--- src/rtl/loader_pkg.sv ---
// ---------------------------------------------------------------------------
// loader_pkg
// Shared types and defaults for the front-panel instruction entry loader.
//   state_t              : loader FSM state encoding (also driven to State_Out)
//   DEF_DEBOUNCE_CYCLES  : default debounce length (5 ms at 50 MHz)
//   DEF_DATA_W           : default instruction word width
//   DEF_ADDR_W           : default instruction memory address width
//   nib_count_w()        : width of the nibble counter for a given word width
// ---------------------------------------------------------------------------
package loader_pkg;

    typedef enum logic [1:0] {
        ST_ENTRY = 2'd0,
        ST_WRITE = 2'd1,
        ST_FULL  = 2'd2
    } state_t;

    localparam int DEF_DEBOUNCE_CYCLES = 250000;
    localparam int DEF_DATA_W          = 16;
    localparam int DEF_ADDR_W          = 8;

    // A single-nibble word still needs a 1-bit counter to keep ports legal.
    function automatic int nib_count_w(input int data_w);
        return (data_w / 4 > 1) ? $clog2(data_w / 4) : 1;
    endfunction

endpackage

--- src/rtl/key_debounce.sv ---
// ---------------------------------------------------------------------------
// key_debounce
// Synchronizes a raw active-low pushbutton, debounces it and emits a single
// cycle pulse when the debounced level falls (key pressed).
// Ports:
//   i_Clk    : system clock
//   i_Reset  : synchronous active-low reset (debounced level -> released)
//   i_Key    : raw active-low key, asynchronous to i_Clk
//   o_Press  : 1-cycle press pulse, registered
// ---------------------------------------------------------------------------
module key_debounce
    import loader_pkg::*;
#(
    parameter int DEBOUNCE_CYCLES = DEF_DEBOUNCE_CYCLES
) (
    input  logic i_Clk,
    input  logic i_Reset,
    input  logic i_Key,
    output logic o_Press
);

    localparam int CNT_W = (DEBOUNCE_CYCLES > 1) ? $clog2(DEBOUNCE_CYCLES) : 1;
    localparam logic [CNT_W-1:0] CNT_LAST = CNT_W'(DEBOUNCE_CYCLES - 1);

    logic             r_sync1;
    logic             r_sync2;
    logic             r_level;
    logic             r_press;
    logic [CNT_W-1:0] r_count;

    always_ff @(posedge i_Clk) begin
        if (!i_Reset) begin
            r_sync1 <= 1'b1;
            r_sync2 <= 1'b1;
            r_level <= 1'b1;
            r_count <= '0;
            r_press <= 1'b0;
        end else begin
            r_sync1 <= i_Key;
            r_sync2 <= r_sync1;
            r_press <= 1'b0;
            // Count consecutive cycles of disagreement; any return to the
            // current level (a bounce) restarts the count.
            if (r_sync2 != r_level) begin
                if (r_count == CNT_LAST) begin
                    r_level <= r_sync2;
                    r_count <= '0;
                    r_press <= ~r_sync2;
                end else begin
                    r_count <= r_count + CNT_W'(1);
                end
            end else begin
                r_count <= '0;
            end
        end
    end

    assign o_Press = r_press;

endmodule

--- src/rtl/instr_entry_loader.sv ---
// ---------------------------------------------------------------------------
// instr_entry_loader
// Operator keys instruction words in one hex nibble per Enter press; every
// DATA_W/4 nibbles the word is written to instruction memory through a
// request/acknowledge handshake at an auto-incrementing address.
// Optional build macro: LOADER_CHECKSUM_EN adds o_Checksum, the XOR of all
// accepted write data.
// Ports:
//   i_Clk          : system clock
//   i_Reset        : synchronous active-low reset
//   i_Key_Enter    : raw active-low Enter key (captures i_Sw_Nibble)
//   i_Key_Clear    : raw active-low Clear key (aborts a partial word)
//   i_Sw_Nibble    : hex digit from the switches
//   i_Wr_Ack       : memory accepted the current write
//   o_Wr_Req       : write request
//   o_Wr_Addr      : write address
//   o_Wr_Data      : write data
//   o_Entry_Word   : word under construction (for the hex display)
//   o_Nib_Count    : nibbles captured so far
//   o_State_Out    : 0 = ENTRY, 1 = WRITE, 2 = FULL
//   o_Full         : memory exhausted
//   o_Checksum     : XOR of accepted write data (LOADER_CHECKSUM_EN only)
// ---------------------------------------------------------------------------
module instr_entry_loader
    import loader_pkg::*;
#(
    parameter int                ADDR_W          = DEF_ADDR_W,
    parameter int                DATA_W          = DEF_DATA_W,
    parameter logic [ADDR_W-1:0] START_ADDR      = '0,
    parameter int                DEBOUNCE_CYCLES = DEF_DEBOUNCE_CYCLES,
    localparam int               NC_W            = nib_count_w(DATA_W)
) (
    input  logic              i_Clk,
    input  logic              i_Reset,
    input  logic              i_Key_Enter,
    input  logic              i_Key_Clear,
    input  logic [3:0]        i_Sw_Nibble,
    input  logic              i_Wr_Ack,
    output logic              o_Wr_Req,
    output logic [ADDR_W-1:0] o_Wr_Addr,
    output logic [DATA_W-1:0] o_Wr_Data,
    output logic [DATA_W-1:0] o_Entry_Word,
    output logic [NC_W-1:0]   o_Nib_Count,
    output logic [1:0]        o_State_Out,
    output logic              o_Full
`ifdef LOADER_CHECKSUM_EN
    ,
    output logic [DATA_W-1:0] o_Checksum
`endif
);

    localparam logic [NC_W-1:0] NIB_LAST = NC_W'(DATA_W / 4 - 1);

    // Bit 0 = Enter, bit 1 = Clear.
    logic [1:0]        w_raw_keys;
    logic [1:0]        w_press;
    logic              w_enter_press;
    logic              w_clear_press;
    logic [DATA_W-1:0] w_shifted;

    state_t            r_state;
    logic              r_wr_req;
    logic [ADDR_W-1:0] r_wr_addr;
    logic [DATA_W-1:0] r_wr_data;
    logic [DATA_W-1:0] r_entry_word;
    logic [NC_W-1:0]   r_nib_count;
    logic              r_full;
`ifdef LOADER_CHECKSUM_EN
    logic [DATA_W-1:0] r_checksum;
`endif

    assign w_raw_keys = {i_Key_Clear, i_Key_Enter};

    genvar gi;
    generate
        for (gi = 0; gi < 2; gi++) begin : g_key
            key_debounce #(
                .DEBOUNCE_CYCLES(DEBOUNCE_CYCLES)
            ) u_key_debounce (
                .i_Clk   (i_Clk),
                .i_Reset (i_Reset),
                .i_Key   (w_raw_keys[gi]),
                .o_Press (w_press[gi])
            );
        end
    endgenerate

    assign w_enter_press = w_press[0];
    assign w_clear_press = w_press[1];

    // New nibble enters at the bottom; the oldest nibble falls off the top.
    assign w_shifted = DATA_W'({r_entry_word, i_Sw_Nibble});

    always_ff @(posedge i_Clk) begin
        if (!i_Reset) begin
            r_state      <= ST_ENTRY;
            r_wr_req     <= 1'b0;
            r_wr_addr    <= START_ADDR;
            r_wr_data    <= '0;
            r_entry_word <= '0;
            r_nib_count  <= '0;
            r_full       <= 1'b0;
`ifdef LOADER_CHECKSUM_EN
            r_checksum   <= '0;
`endif
        end else begin
            case (r_state)
                ST_ENTRY: begin
                    // Clear has priority over a simultaneous Enter.
                    if (w_clear_press) begin
                        r_entry_word <= '0;
                        r_nib_count  <= '0;
                    end else if (w_enter_press) begin
                        r_entry_word <= w_shifted;
                        if (r_nib_count == NIB_LAST) begin
                            r_nib_count <= '0;
                            r_wr_data   <= w_shifted;
                            r_wr_req    <= 1'b1;
                            r_state     <= ST_WRITE;
                        end else begin
                            r_nib_count <= r_nib_count + NC_W'(1);
                        end
                    end
                end
                ST_WRITE: begin
                    // Key events are simply not looked at here, so they drop.
                    if (i_Wr_Ack) begin
                        r_wr_req     <= 1'b0;
                        r_entry_word <= '0;
`ifdef LOADER_CHECKSUM_EN
                        r_checksum   <= r_checksum ^ r_wr_data;
`endif
                        if (&r_wr_addr) begin
                            r_full  <= 1'b1;
                            r_state <= ST_FULL;
                        end else begin
                            r_wr_addr <= r_wr_addr + ADDR_W'(1);
                            r_state   <= ST_ENTRY;
                        end
                    end
                end
                ST_FULL: begin
                    // Absorbing until reset.
                end
                default: begin
                    r_state <= ST_ENTRY;
                end
            endcase
        end
    end

    assign o_Wr_Req     = r_wr_req;
    assign o_Wr_Addr    = r_wr_addr;
    assign o_Wr_Data    = r_wr_data;
    assign o_Entry_Word = r_entry_word;
    assign o_Nib_Count  = r_nib_count;
    assign o_State_Out  = r_state;
    assign o_Full       = r_full;
`ifdef LOADER_CHECKSUM_EN
    assign o_Checksum   = r_checksum;
`endif

endmodule
--- config.mk ---
export PLATFORM = sky130hd
export DESIGN_NAME = instr_entry_loader
export DESIGN_NICKNAME = d
export VERILOG_FILES = /design/src/rtl/loader_pkg.sv /design/src/rtl/key_debounce.sv /design/src/rtl/instr_entry_loader.sv
export SDC_FILE = /design/constraint.sdc
export NUM_CORES = 1
export LEC_CHECK = 0
export BUFFER_PORTS_ARGS = -buffer_cell sky130_fd_sc_hd__buf_2
export CORE_MARGIN = 2
export CORE_UTILIZATION = 51
export CTS_CLUSTER_SIZE = 30
export DETAILED_ROUTE_END_ITERATION = 8
export PLACE_DENSITY = 0.75
export SLEW_MARGIN = 20
export SYNTH_ARGS = -nofsm -noshare
export SYNTH_HDL_FRONTEND = slang
export SYNTH_HIERARCHICAL = 1
export SYNTH_SLANG_ARGS = --single-unit
--- constraint.sdc ---
create_clock -name i_Clk -period 1.95 [get_ports i_Clk]
set_input_delay 0.0975 -clock i_Clk [delete_from_list [all_inputs] [get_ports i_Clk]]
set_output_delay 0.0975 -clock i_Clk [all_outputs]
set_load 0.02 [all_outputs]
==> metrics.md <==
| Metric | Value |
|---|---|
| Net Switching | between 0.6 and 0.7 mW |
| Unique masters post-synth | just over 50 |
| Final Worst Setup Slack | -0.0641 ns |
| Die area | 0.00811 mm2 |
| DR WL/cell | 12.8 um |
| Synth Register Bits | 90 |
| Failing checks | negative setup slack |
| Root Driver | clkbuf_8 |
| Slew Limit Fails | 0 |
| Met3 routed WL | ~350 um |
| DRT antenna net count | 0 |
| Clk pwr share | 0.393 |
| Worst path required time | 2.18 ns |
| Detailed-placement wirelength estimate | 5370 um |
| CP Max Fanout | 6 |
| Pwr per Cell Area | 700 mW/mm2 |
| Total power | 3.16 mW |
| Unrepaired setup endpoints after global routing | true |
| Nets | approximately 520 |
| Sequential share of power | 0.584 |
| Register area share after synthesis | 0.477 |
| Int Power | ~2.5 mW |
| Later-pin clock latency in the skew report | 0.35 ns |
| Pleak | about 1.6 nW |
| CTS Sinks | 90 |
| Critical path class | reg2reg |
| Max Clk Rate | ~500 MHz |
| Worst slew pin tran | around 0.88 ns |
| Max cap viols | 0 |
| Syn_area_per_cell | between 8 and 9 um2 |
| Worst R2R Setup Slack | -0.06 ns |
| Final setup vio count | 17 |
| IO Port Bufs | 54 |
| Io pins | 55 |
| GRT Resource Usage Total | 0.199 |
| Share of layout cells above drive strength 1 | 0.221 |
| Setup crit start kind | flop |
| Period utilization | 1.03 |
| Via density | 5.41 |
| Die X | 90.0 um |
| Synthesized cell area | 0.00378 mm2 |
| Tmin final | 2.01 ns |
| Die H | 90.0 um |
| Post-synthesis cell count | 434 |
| CTS HTree Levels | 3 |
| Hold Path Class | in2reg |
| Headroom to the max-slew limit | 0.409 |
| Status | finished, violations left |
| Global-route wire length before repair | 13600 um |
| Drt pass-1 iters | 4 |
| Metal2 WL | 3710 um |
| DR DRC count | 0 |
| Yosys warnings | 6 |
| Wl on met1 | between 3000 and 4000 um |
| Total vias in the final route | 3303 |
| Mapped Nets | 447 |
| Largest net degree at the start of global routing | 34 |
| Gate power share | 0.023 |
| Top sig layer | met4 |
| Final wirelength | 7830 um |
| Clk_skew | 0.0121 ns |
| CTS tree | done |
| Multi-input logic area | 0.00185 mm2 |
| # diodes | 0 |
| Starting Density | 0.523 |
| Pre-CTS setup slack | -0.0527 ns |
| Initial DRC Count | 100 |
| Gp weighted congestion | 0.885 |
| Sw Share | 0.221 |
| Yosys top cell area share | 0.477 |
| Top cells by area, synth | dfxtp_1, nand2_1, xnor2_1, nor2_1, nand3_1 |
| DP Cell Count | 589 |
| Max clock buf depth | 2 |
| Crit. End Element | flop |
| Data arrival, critical path | 2.25 ns |
| Row count | 31 |
| Clock Pin Slew Worst Setup and Hold Paths | about 0.080 ns |
| Initial antenna violation count | 0 |
| Vias in the first global route | 3046 |
| Layout Cells excl Fill | 611 |
| Num CTS Buffers | 9 |
| Core Region | 0.00721 mm2 |
| Yosys top cell by area | dfxtp_1 |
| Peak supply drop | 397 uV |
| Fill count | 649 |
| Final Hold Fails | 0 |
| Layout area overhead | 19.4% |
| FF/Latch Area | 0.00180 mm2 |
| Global-route congestion overflow total | 0 |
## power groups by stage
stage	logic [mW]	registers, mW	clock network, mW
after floorplan	0.0327	1.89	0
after global placement	0.0589	1.89	0
after detailed placement	0.0598	1.89	0
after CTS	0.0708	1.84	1.27
after global routing	0.0782	1.85	1.35
final	0.0718	1.84	1.24
## layout make-up
| class | instances | share of cell area |
|---|---|---|
| clock buffer | 9 | 0.0275 |
| clock inverter | 6 | 0.0153 |
| inverter | 11 | 0.00916 |
| sequential | 90 | 0.400 |
| timing repair buffer | 79 | 0.109 |
| tap | 99 | 0.0275 |
| multi-input combinational | 317 | 0.411 |
## cell usage in the layout, fill, tap and decap left out, types with 2 or more instances in the layout
master         instances
a21oi_1               24
a31oi_1                3
and2_1                 3
and3_1                 4
and4_1                 2
buf_2                 54
buf_4                 16
buf_6                  2
clkbuf_8               9
clkinv_4               3
dfxtp_1               88
dfxtp_2                2
dlygate4sd3_1          6
ha_1                   4
inv_1                 10
mux2i_1                2
nand2_1               66
nand2b_1               9
nand3_1               33
nand4_1               11
nand4_2                2
nor2_1                38
nor2_2                 8
nor2b_1                2
nor3_1                10
nor3_2                 3
nor4_1                13
nor4b_1                2
o21ai_0               19
o21ai_1                3
o31ai_1                2
or3_1                  2
or4_4                  2
xnor2_1               23
xor2_1                 9
## cell usage after synthesis, drive strengths merged
| cell type | instances |
|---|---|
| nand2b | 9 |
| and3b | 1 |
| o221ai | 1 |
| nor2 | 47 |
| o211ai | 2 |
| and3 | 4 |
| o31ai | 2 |
| mux2i | 2 |
| xnor2 | 23 |
| a21oi | 24 |
| nor4 | 14 |
| o21bai | 1 |
| nor3 | 13 |
| a31oi | 3 |
| nor4b | 3 |
| buf | 10 |
| nand4 | 13 |
| a311oi | 1 |
| nand3 | 34 |
| dfxtp | 90 |
| nand2 | 66 |
| clkbuf | 6 |
| nor2b | 2 |
| o21ai | 23 |
| inv | 11 |
| xor2 | 9 |
| o311a | 1 |
| o21ba | 1 |
| or4 | 3 |
| or4b | 1 |
| or3 | 2 |
| o21a | 1 |
| and2 | 3 |
| and4 | 2 |
| ha | 4 |
| nand3b | 1 |
| a22oi | 1 |
## sequential cells by signal, summed over array words and instances (netlist names), 8 cells and up
signal                        cells
o_Wr_Addr                         8
g_key.u_key_debounce/r_count     36
o_Entry_Word                     16
o_Wr_Data                        16
## kinds of logic after synthesis
kind of cell / synth area share
AO/OA/AOI/OAI: 0.0978
XOR/XNOR: 0.0742
adder cells (fa/ha/maj): 0.0133
buffers and inverters: 0.0388
flip-flops: 0.477
multiplexers: 0.00530
AND/OR/NAND/NOR: 0.294
## worst max-delay path: stages (launching register included)
cell and delay, ns:
dfxtp_2 0.33, or4_4 0.53, or4_4 0.55, o211ai_4 0.28
buf_6 0.18, nor2_4 0.03
## timing repair
item | 4_1_cts | 5_1_grt
setup endpoints to repair | 15 | 19
hold endpoints to repair | 9 | 0
pin swaps | 3 | 5
setup buffers | 1 | 0
resized for setup | 2 | 9
hold buffers | 6 | 0
## through the flow
step            util  TNS [ns]  hold slack, ns  cell area (um2)
4_1_cts        0.621    -0.184          0.0611             4480
2_1_floorplan      -   -0.0130           0.169             3780
3_3_place_gp   0.584    -0.250           0.282             4220
3_5_place_dp   0.584    -0.594           0.283             4220
6_report       0.625    -0.892          0.0750             4510
5_1_grt        0.625     -1.54          0.0699             4510
## layer usage
metal	global-route usage	vias to the layer above
met5	0	-
met2	0.321	83
met4	0.0692	0
met1	0.261	1550
li1	-	1654
met3	0.0486	16
## worst paths after layout
check / from / end / cells past startpoint
worst max-delay path: g_key[1].u_key_debounce/r_count[9] / g_key[1].u_key_debounce/r_count[8] / 5
worst min-delay path: i_Wr_Ack / o_State_Out[0] / 3
worst max register to register: g_key[1].u_key_debounce/r_count[9] / g_key[1].u_key_debounce/r_count[8] / 5
worst min register to register: g_key[0].u_key_debounce/r_sync1 / g_key[0].u_key_debounce/r_sync2 / 1
No activity file was read; power rests on OpenSTA's default activity.
